$ cat src/rtl/uart_cmd_sequencer.sv
// Parses SYNC/ADDR/LEN/DATA/CHK frames from the UART receiver and commits each
// checksum-verified payload to the register file as a burst of consecutive writes.
module uart_cmd_sequencer #(
  parameter logic [7:0] SYNC_BYTE      = 8'hA5,
  parameter int         MAX_LEN        = 16,
  parameter int         TIMEOUT_CYCLES = 100000
) (
  input  logic       clk,
  input  logic       rst,
  input  logic       rx_data_ready,
  input  logic [7:0] rx_data,
  output logic       wr_en,
  output logic [7:0] wr_addr,
  output logic [7:0] wr_data,
  output logic       busy,
  output logic       pkt_done,
  output logic       err_chk,
  output logic       err_len,
  output logic       err_timeout,
  output logic       err_overrun
);
  localparam int IDX_W = (MAX_LEN > 1) ? $clog2(MAX_LEN) : 1;
  localparam int CNT_W = $clog2(MAX_LEN + 1);
  localparam int TMR_W = $clog2(TIMEOUT_CYCLES + 1);
  localparam logic [7:0]       MAX_LEN_B = 8'(MAX_LEN);
  localparam logic [TMR_W-1:0] TMR_FIRE  = TMR_W'(TIMEOUT_CYCLES - 2);

  typedef enum logic [2:0] {S_IDLE, S_ADDR, S_LEN, S_DATA, S_CHK, S_DRAIN} state_e;

  state_e           state_q, state_d;
  logic [7:0]       base_q, base_d;
  logic [CNT_W-1:0] len_q, len_d;
  logic [CNT_W-1:0] cnt_q, cnt_d;
  logic [7:0]       chk_q, chk_d;
  logic [TMR_W-1:0] tmr_q, tmr_d;
  logic [7:0]       pay_q [MAX_LEN];
  logic [7:0]       pay_d [MAX_LEN];
  logic             wr_en_q, wr_en_d;
  logic [7:0]       wr_addr_q, wr_addr_d;
  logic [7:0]       wr_data_q, wr_data_d;
  logic             pkt_done_q, pkt_done_d;
  logic             err_chk_q, err_chk_d;
  logic             err_len_q, err_len_d;
  logic             err_timeout_q, err_timeout_d;
  logic             err_overrun_q, err_overrun_d;
  logic             in_frame;

  assign in_frame = (state_q == S_ADDR) || (state_q == S_LEN) ||
                    (state_q == S_DATA) || (state_q == S_CHK);

  always_comb begin
    state_d       = state_q;
    base_d        = base_q;
    len_d         = len_q;
    cnt_d         = cnt_q;
    chk_d         = chk_q;
    pay_d         = pay_q;
    tmr_d         = '0;
    wr_en_d       = 1'b0;
    wr_addr_d     = 8'h00;
    wr_data_d     = 8'h00;
    pkt_done_d    = 1'b0;
    err_chk_d     = 1'b0;
    err_len_d     = 1'b0;
    err_timeout_d = 1'b0;
    err_overrun_d = 1'b0;

    if (in_frame && !rx_data_ready) tmr_d = tmr_q + TMR_W'(1);

    case (state_q)
      S_IDLE: begin
        if (rx_data_ready && rx_data == SYNC_BYTE) state_d = S_ADDR;
      end
      S_ADDR: begin
        if (rx_data_ready) begin
          base_d  = rx_data;
          chk_d   = rx_data;
          state_d = S_LEN;
        end
      end
      S_LEN: begin
        if (rx_data_ready) begin
          if (rx_data == 8'h00 || rx_data > MAX_LEN_B) begin
            err_len_d = 1'b1;
            state_d   = S_IDLE;
          end else begin
            len_d   = rx_data[CNT_W-1:0];
            cnt_d   = '0;
            chk_d   = chk_q ^ rx_data;
            state_d = S_DATA;
          end
        end
      end
      S_DATA: begin
        if (rx_data_ready) begin
          pay_d[cnt_q[IDX_W-1:0]] = rx_data;
          chk_d = chk_q ^ rx_data;
          cnt_d = cnt_q + CNT_W'(1);
          if (cnt_q == len_q - CNT_W'(1)) state_d = S_CHK;
        end
      end
      S_CHK: begin
        // The first write is launched here so wr_en rises the cycle after the CHK byte.
        if (rx_data_ready) begin
          if (rx_data == chk_q) begin
            wr_en_d   = 1'b1;
            wr_addr_d = base_q;
            wr_data_d = pay_q[0];
            cnt_d     = CNT_W'(1);
            state_d   = S_DRAIN;
          end else begin
            err_chk_d = 1'b1;
            state_d   = S_IDLE;
          end
        end
      end
      S_DRAIN: begin
        if (cnt_q < len_q) begin
          wr_en_d       = 1'b1;
          wr_addr_d     = base_q + 8'(cnt_q);
          wr_data_d     = pay_q[cnt_q[IDX_W-1:0]];
          cnt_d         = cnt_q + CNT_W'(1);
          err_overrun_d = rx_data_ready;
        end else begin
          pkt_done_d = 1'b1;
          state_d    = S_IDLE;
        end
      end
      default: state_d = S_IDLE;
    endcase

    // Every in-frame branch above needs a byte, so a timeout never collides with one.
    if (in_frame && !rx_data_ready && tmr_q == TMR_FIRE) begin
      err_timeout_d = 1'b1;
      state_d       = S_IDLE;
    end
  end

  always_ff @(posedge clk) begin
    if (rst) begin
      state_q       <= S_IDLE;
      base_q        <= 8'h00;
      len_q         <= '0;
      cnt_q         <= '0;
      chk_q         <= 8'h00;
      tmr_q         <= '0;
      pay_q         <= '{default: 8'h00};
      wr_en_q       <= 1'b0;
      wr_addr_q     <= 8'h00;
      wr_data_q     <= 8'h00;
      pkt_done_q    <= 1'b0;
      err_chk_q     <= 1'b0;
      err_len_q     <= 1'b0;
      err_timeout_q <= 1'b0;
      err_overrun_q <= 1'b0;
    end else begin
      state_q       <= state_d;
      base_q        <= base_d;
      len_q         <= len_d;
      cnt_q         <= cnt_d;
      chk_q         <= chk_d;
      tmr_q         <= tmr_d;
      pay_q         <= pay_d;
      wr_en_q       <= wr_en_d;
      wr_addr_q     <= wr_addr_d;
      wr_data_q     <= wr_data_d;
      pkt_done_q    <= pkt_done_d;
      err_chk_q     <= err_chk_d;
      err_len_q     <= err_len_d;
      err_timeout_q <= err_timeout_d;
      err_overrun_q <= err_overrun_d;
    end
  end

  assign wr_en       = wr_en_q;
  assign wr_addr     = wr_addr_q;
  assign wr_data     = wr_data_q;
  assign busy        = (state_q != S_IDLE);
  assign pkt_done    = pkt_done_q;
  assign err_chk     = err_chk_q;
  assign err_len     = err_len_q;
  assign err_timeout = err_timeout_q;
  assign err_overrun = err_overrun_q;
endmodule
$ cat config.mk
export PLATFORM = sky130hd
export DESIGN_NAME = uart_cmd_sequencer
export DESIGN_NICKNAME = d
export VERILOG_FILES = /design/src/rtl/uart_cmd_sequencer.sv
export SDC_FILE = /design/constraint.sdc
export NUM_CORES = 1
export LEC_CHECK = 0
export BUFFER_PORTS_ARGS = -buffer_cell sky130_fd_sc_hd__buf_2
export CAP_MARGIN = 0
export CORE_ASPECT_RATIO = 1.75
export CORE_MARGIN = 2
export CORE_UTILIZATION = 56
export CTS_CLUSTER_DIAMETER = 60
export DETAILED_ROUTE_END_ITERATION = 8
export GPL_TIMING_DRIVEN = 0
export PLACE_DENSITY = 0.76
export SLEW_MARGIN = 20
export SYNTH_ARGS = -nofsm -noshare
export SYNTH_HDL_FRONTEND = slang
export SYNTH_SLANG_ARGS = --single-unit
$ cat constraint.sdc
create_clock -name clk -period 2.8 [get_ports clk]
set_input_delay 0.28 -clock clk [delete_from_list [all_inputs] [get_ports clk]]
set_output_delay 0.28 -clock clk [all_outputs]
set_load 0.02 [all_outputs]
==> metrics.csv, run 1 <==
stage;metric;value;unit
global_route;first-pass GRT wire length;43790;µm
timing;Tmin final;2640;ps
critical_path;FF-to-FF path depth;6;
cts;Root Driver;clkbuf_16;
die;Ports;34;
placed_design;DP Worst Slack;-574.6;ps
critical_path;worst r2r src;chk_q[6];
synthesis;Netlist cell types;54;
critical_path;critical path type;reg -> reg;
synthesis;prevailing post-synth register cell;dfxtp_1;
min_path;HP Class;in -> reg;
die;die area;17500;µm²
cells_and_area;Layout area overhead;12.09;%
cells_and_area;commonest non-fill, non-tap cell in the layout;dfxtp_1;
die;Die X;100.9;µm
pwr;Power Density;597.1;nW/µm²
min_path;hold depth;3;
cells_and_area;diodes inserted;0;
synthesis;post-synthesis cell count;1078;
route;routed vias/inst;6.337;
flow_run;max-cap viol count;0;
timing;max-slew violations;0;
synthesis;Syn Area/Cell;8.529;µm²
placed_design;gpl congestion;0.9651;
critical_path;CP max stage cell;nor4_1;
die;Die H;173.5;µm
timing;Final Hold Vio Count;0;
cts;Clock Sink Count;196;
critical_path;Worst setup SP type;flip-flop;
global_route;GR Overflow Total;0;
synthesis;Yosys top cell by area;dfxtp_1;
cts;CTS tree;done;
critical_path;Critical Path Sink Type;flip-flop;
status;status;complete, no violations;
synthesis;post-synthesis cell area;9194;µm²
global_route;vias in the first global route;8493;
route;Routed WL per cell;20.58;µm
route;Starting DRT DRC Count;675;
pwr;Leak;0.003488;µW
timing;final setup margin;160.4;ps
placed_design;number of port buffers;33;
synthesis;top cell type's share of synthesized area;42.68;%
critical_path;R2R Path End;cnt_q[3];
placed_design;HPWL after DPL;20150;µm
timing;Relative slew margins;40.14;%
synthesis;post-synthesis register bit count;196;
cts;total CTS buffers;17;
synthesis;EDFF count, synth;0;
global_route;initial antenna violation count;0;
critical_path;Reg2Reg Setup Slack;160;ps
synthesis;Ys Warns;0;
critical_path;critical path arrival;2980;ps
route;Antenna Nets Post-Route;0;
critical_path;slowest cell delay on critical path;710;ps
route;vias post-DR;8434;
synthesis;ranking of synthesized cells by area;dfxtp_1, mux4_2, a21oi_1;
die;Starting Density;56.71;%
cells_and_area;most frequent cells in the layout;dfxtp_1, nand2_1, a21oi_1, nand3_1, clkbuf_1;
timing;RSZ-0062 raised after global routing;no;
timing;Setup TNS Final;0;ps
cts;maximum buffer depth of the clock tree;2;
route;residual DRC count;0;
global_route;Total GRT Usage;32.42;%
synthesis;Mapped Nets;1109;
min_path;HP Start;rst;
pwr;maximum VDD drop;0.0003450;V
timing;Slew @ Worst Pin;891.1;ps
timing;fmax;378.9;MHz
route;Post-Route WL;27390;µm
timing;Final setup viols;0;
die;core area;16210;µm²
route;Pre-antenna DRT Iters;6;
synthesis;Seq/Total Area, Yosys;42.68;%
critical_path;crit path cell chain;xor2_1, nor4_1, a21oi_1, a2111oi_4, o21ai_0, a31o_1;
cells_and_area;Nets;1158;
die;FP Rows;62;
cts;Post-CTS Setup Repair Bufs;0;
timing;Final period util;94.27;%
cts;clk slew on worst S/H paths;70;ps
critical_path;WP data required;3140;ps
timing;Layout Skew;8.461;ps
cells_and_area;share of cells above drive strength 1;11.41;%
cts;worst skew pair latency;450;ps
global_route;largest net degree at the start of global routing;17;
min_path;Worst Hold Path EP;state_q[2];
cts;htree depth;4;
synthesis;fraction of registers with async set/reset;0;%
critical_path;Max FO, Critical Path;9;
## state kept, by name, indices dropped and copies added (netlist names)
name / flops
chk_q: 8
pay_q: 128
state_q: 3
err_timeout: 1
wr_en: 1
tmr_q: 17
wr_data: 8
base_q: 8
len_q: 5
wr_addr: 8
err_overrun: 1
err_chk: 1
err_len: 1
cnt_q: 5
pkt_done: 1
## worst max path at each step
stage          slack (ps)         end     start
6_report              160    cnt_q[3]  chk_q[6]
5_1_grt                20    cnt_q[3]  chk_q[2]
4_1_cts                10  wr_addr[6]  cnt_q[1]
3_5_place_dp         -570    cnt_q[3]  cnt_q[0]
3_3_place_gp         -540    cnt_q[3]  cnt_q[0]
2_1_floorplan          50    cnt_q[3]  cnt_q[0]
## cell usage after synthesis, types with 2 or more instances
| cell | number |
|---|---|
| a21o_1 | 4 |
| a21oi_1 | 161 |
| a22o_1 | 8 |
| a22oi_1 | 4 |
| a31oi_1 | 10 |
| and3_1 | 10 |
| and4_1 | 3 |
| buf_1 | 2 |
| buf_2 | 9 |
| clkbuf_1 | 73 |
| dfxtp_1 | 196 |
| ha_1 | 19 |
| inv_1 | 27 |
| mux2i_1 | 5 |
| mux4_2 | 40 |
| nand2_1 | 186 |
| nand2b_1 | 8 |
| nand3_1 | 141 |
| nand3b_1 | 3 |
| nand4_1 | 10 |
| nor2_1 | 55 |
| nor2b_1 | 8 |
| nor3_1 | 5 |
| nor4_1 | 4 |
| nor4_2 | 2 |
| nor4b_1 | 4 |
| o2111ai_1 | 2 |
| o21a_1 | 2 |
| o21ai_0 | 10 |
| o21bai_1 | 2 |
| o22ai_1 | 10 |
| o32ai_1 | 2 |
| or3_1 | 2 |
| or4_1 | 2 |
| xnor2_1 | 11 |
| xor2_1 | 20 |
## cells by family after synthesis
group                      Yosys count  share of synthesized area, %
and+or+nand+nor                    448                         22.39
AOI/OAI and AO/OA                  224                         13.85
DFF                                196                         42.68
buffers and inverters              112                         4.695
muxes                               47                         10.63
xor gates and xnor gates            31                         2.953
adders and majority gates           20                         2.804
## worst max-delay path: cells and delay by family, from the launching register on
kind | cells | cell delay [ps]
AND/OR/NAND/NOR | 1 | 710
flip-flops | 1 | 330
XOR/XNOR | 1 | 140
AO/OA/AOI/OAI | 4 | 1360
## power breakdown
part | switching (µW) | internal (µW) | total [µW]
Sequential | 27.9 | 2810 | 2840
Combinational | 362 | 171 | 533
Clock | 1090 | 1690 | 2780
## metal layers
layer	GRT usage, %	routed length [µm]	vias to the layer above
met5	0	0	-
met4	27.17	2467	0
met3	6.008	1563	127
met2	56.81	14160	399
met1	31.85	9201	4013
li1	-	-	3895
## through the flow
| step | std cells | cell area [µm²] | hold slack (ps) | utilization [%] | power (µW) |
|---|---|---|---|---|---|
| 6_report | 1331 | 10300 | 228.4 | 63.56 | 6153 |
| 5_1_grt | 1331 | 10300 | 243.0 | 63.56 | 6312 |
| 4_1_cts | 1334 | 10310 | 221.6 | 63.60 | 6147 |
| 3_5_place_dp | 1303 | 9599 | 446.8 | 59.21 | 3417 |
| 3_3_place_gp | 1303 | 9599 | 438.5 | 59.21 | 3407 |
| 2_1_floorplan | 1078 | 9194 | 433.1 | - | 3257 |
## repair_timing
action | in CTS | in global routing
setup endpoints to repair | 120 | 77
resized for setup | 17 | 4
hold buffers | 0 | 0
## layout make-up
class / instances / area [µm²]
timing repair buffer: 33 / 165.2
clock inverter: 10 / 193.9
multi-input combinational: 770 / 4847
tap: 192 / 240.2
inverter: 28 / 105.1
clock buffer: 21 / 480.5
sequential: 196 / 3925
buffer: 81 / 347.8
fill: 1390 / 5908
Note: power is estimated with default switching activity, not from simulation.
==> inputs of run 2 (changes only) <==
- CORE_MARGIN: 2 -> 3
- GPL_TIMING_DRIVEN: 0 -> 1
==> run 2 against run 1 <==
Against the previous run: sequential cell count did not move; via count fell by 4.1%; combinational power fell by 7.5%; routed wire length fell by 11%; non-clock buffer count fell by 44; power fell by 6.3%; global-route usage fell by 4.8 points; core utilization rose by 0.18 points; critical endpoint is now pay_q[116]; largest cell class unchanged; highest routed layer unchanged.
==> metrics.csv, run 2 (synthesis gave the netlist of run 1 again) <==
stage;metric;value;unit;change
min_path;HP Class;in -> reg;;
cells_and_area;utilization after layout;63.74;%;+0.18 points
cts;post_cts resized;0;;-17
timing;fmax;423.6;MHz;+12%
cells_and_area;Most flops, register;pay_q;;
global_route;GR Overflow Total;0;;unchanged
cts;htree depth;4;;unchanged
cts;Root Driver;clkbuf_16;;
cts;total CTS buffers;17;;unchanged
critical_path;Max FO, Critical Path;36;;+27
cts;maximum buffer depth of the clock tree;2;;unchanged
die;Ports;34;;unchanged
timing;Slew @ Worst Pin;709.8;ps;-181.3 ps
cts;Post-CTS Hold Buffers;0;;unchanged
status;status;complete, no violations;;
placed_design;gpl congestion;0.9338;;-3.2%
placed_design;number of port buffers;33;;unchanged
critical_path;Worst setup SP type;flip-flop;;
critical_path;Critical Path Sink Type;flip-flop;;
die;Die H;175.5;µm;+1.2%
global_route;first-pass GRT wire length;39140;µm;-11%
pwr;Total Power;5766;µW;-6.3%
route;vias post-DR;8091;;-4.1%
pwr;Leak;0.003478;µW;-0.29%
timing;Relative slew margins;52.63;%;+12 points
cells_and_area;Largest regs;pay_q (128), tmr_q (17);;
route;Routed WL per cell;18.98;µm;-7.8%
timing;Tmin final;2360;ps;-279.1 ps
cts;Post-CTS Setup Repair Bufs;0;;unchanged
cells_and_area;Layout area overhead;11.12;%;
timing;Final Hold Vio Count;0;;unchanged
die;core area;16030;µm²;-1.1%
die;Die X;102.9;µm;+2.0%
route;Starting DRT DRC Count;640;;-5.2%
die;Starting Density;57.36;%;+0.66 points
global_route;Total GRT Usage;27.57;%;-4.8 points
cts;CTS tree;done;;
cts;clk slew on worst S/H paths;80;ps;about the same
critical_path;WP data required;3080;ps;-60 ps
timing;Final setup viols;0;;unchanged
route;residual DRC count;0;;unchanged
route;Pre-antenna DRT Iters;5;;-1
timing;RSZ-0062 raised after global routing;no;;
cts;Clock Sink Count;196;;unchanged
cells_and_area;diodes inserted;0;;unchanged
timing;max-slew violations;0;;unchanged
cells_and_area;share of cells above drive strength 1;14.25;%;+2.8 points
placed_design;HPWL after DPL;16080;µm;-20%
global_route;largest net degree at the start of global routing;65;;+48
route;routed vias/inst;6.301;;-0.56%
cells_and_area;commonest non-fill, non-tap cell in the layout;dfxtp_1;;
timing;Setup TNS Final;0;ps;unchanged
die;die area;18050;µm²;+3.2%
critical_path;critical path type;reg -> reg;;
route;Antenna Nets Post-Route;0;;unchanged
pwr;maximum VDD drop;0.0003588;V;+4.0%
route;Post-Route WL;24360;µm;-11%
die;FP Rows;61;;-1.6%
flow_run;max-cap viol count;0;;unchanged
critical_path;critical path arrival;2640;ps;-340 ps
timing;Final period util;84.30;%;-10 points
global_route;initial antenna violation count;0;;unchanged
cts;worst skew pair latency;440;ps;about the same
cells_and_area;most frequent cells in the layout;dfxtp_1, nand2_1, a21oi_1, nand3_1, nor2_1;;
global_route;vias in the first global route;7708;;-9.2%
timing;Layout Skew;16.88;ps;+8.419 ps
pwr;Power Density;564.4;nW/µm²;-5.5%
cells_and_area;Nets;1114;;-3.8%
cells_and_area;max reg flops;128;;unchanged
## run 2: cell count changes in the layout (fill, tap and decap cells not counted), sizes merged
cell,previous run,this run
buf,42,70
bufinv,5,0
clkbuf,93,17
clkinv,4,10
clkinvlp,0,1
inv,29,31
## run 2: final cells by class
| cell class | count | area [µm²] |
|---|---|---|
| tap | 189 | 236.5 |
| fill | 1363 | 5812 |
| sequential | 196 | 3926 |
| inverter | 28 | 105.1 |
| clock inverter | 14 | 168.9 |
| clock buffer | 17 | 425.4 |
| multi-input combinational | 770 | 4846 |
| timing repair buffer | 70 | 508.0 |
## run 2: path summary, 6_finish.rpt
kind	slack (ps)	startpoint	depth (start not counted)	end
min	190	rx_data[7]	3	chk_q[7]
min reg2reg	460	pay_q[97]	2	pay_q[97]
max reg2reg	440	state_q[1]	7	pay_q[116]
max	440	state_q[1]	7	pay_q[116]
## run 2: metal layers
| layer | vias up | share of wire [%] | track usage [%] |
|---|---|---|---|
| met5 | - | 0 | 0 |
| met4 | 0 | 5.7 | 16.15 |
| met3 | 86 | 4.6 | 3.935 |
| met2 | 316 | 53 | 48.79 |
| met1 | 3892 | 37 | 30.45 |
| li1 | 3797 | - | - |
## run 2: report_power, final
part	switching [µW]	internal, µW
registers	36.9	2810
clock network	1230	1200
logic	320	173
total	1590	4180
## run 2: metrics by stage
| stage | cells | worst slack (ps) | instance area [µm²] | hold WS, ps |
|---|---|---|---|---|
| after floorplan | 1078 | 54.99 | 9194 | 433.1 |
| after global placement | 1253 | 476.8 | 9622 | 438.8 |
| after detailed placement | 1253 | 425.9 | 9622 | 443.8 |
| after CTS | 1284 | 508.8 | 10220 | 179.2 |
| after global routing | 1284 | 314.9 | 10220 | 193.8 |
| final | 1284 | 439.6 | 10220 | 193.6 |
## run 2: worst max-delay path: stages, from the launching register on
cell and delay, ps:
dfxtp_1 530, inv_1 170, nor3_1 470, and3_1 290
buf_12 230, nand2_1 260, nand2_1 150, a21oi_1 110
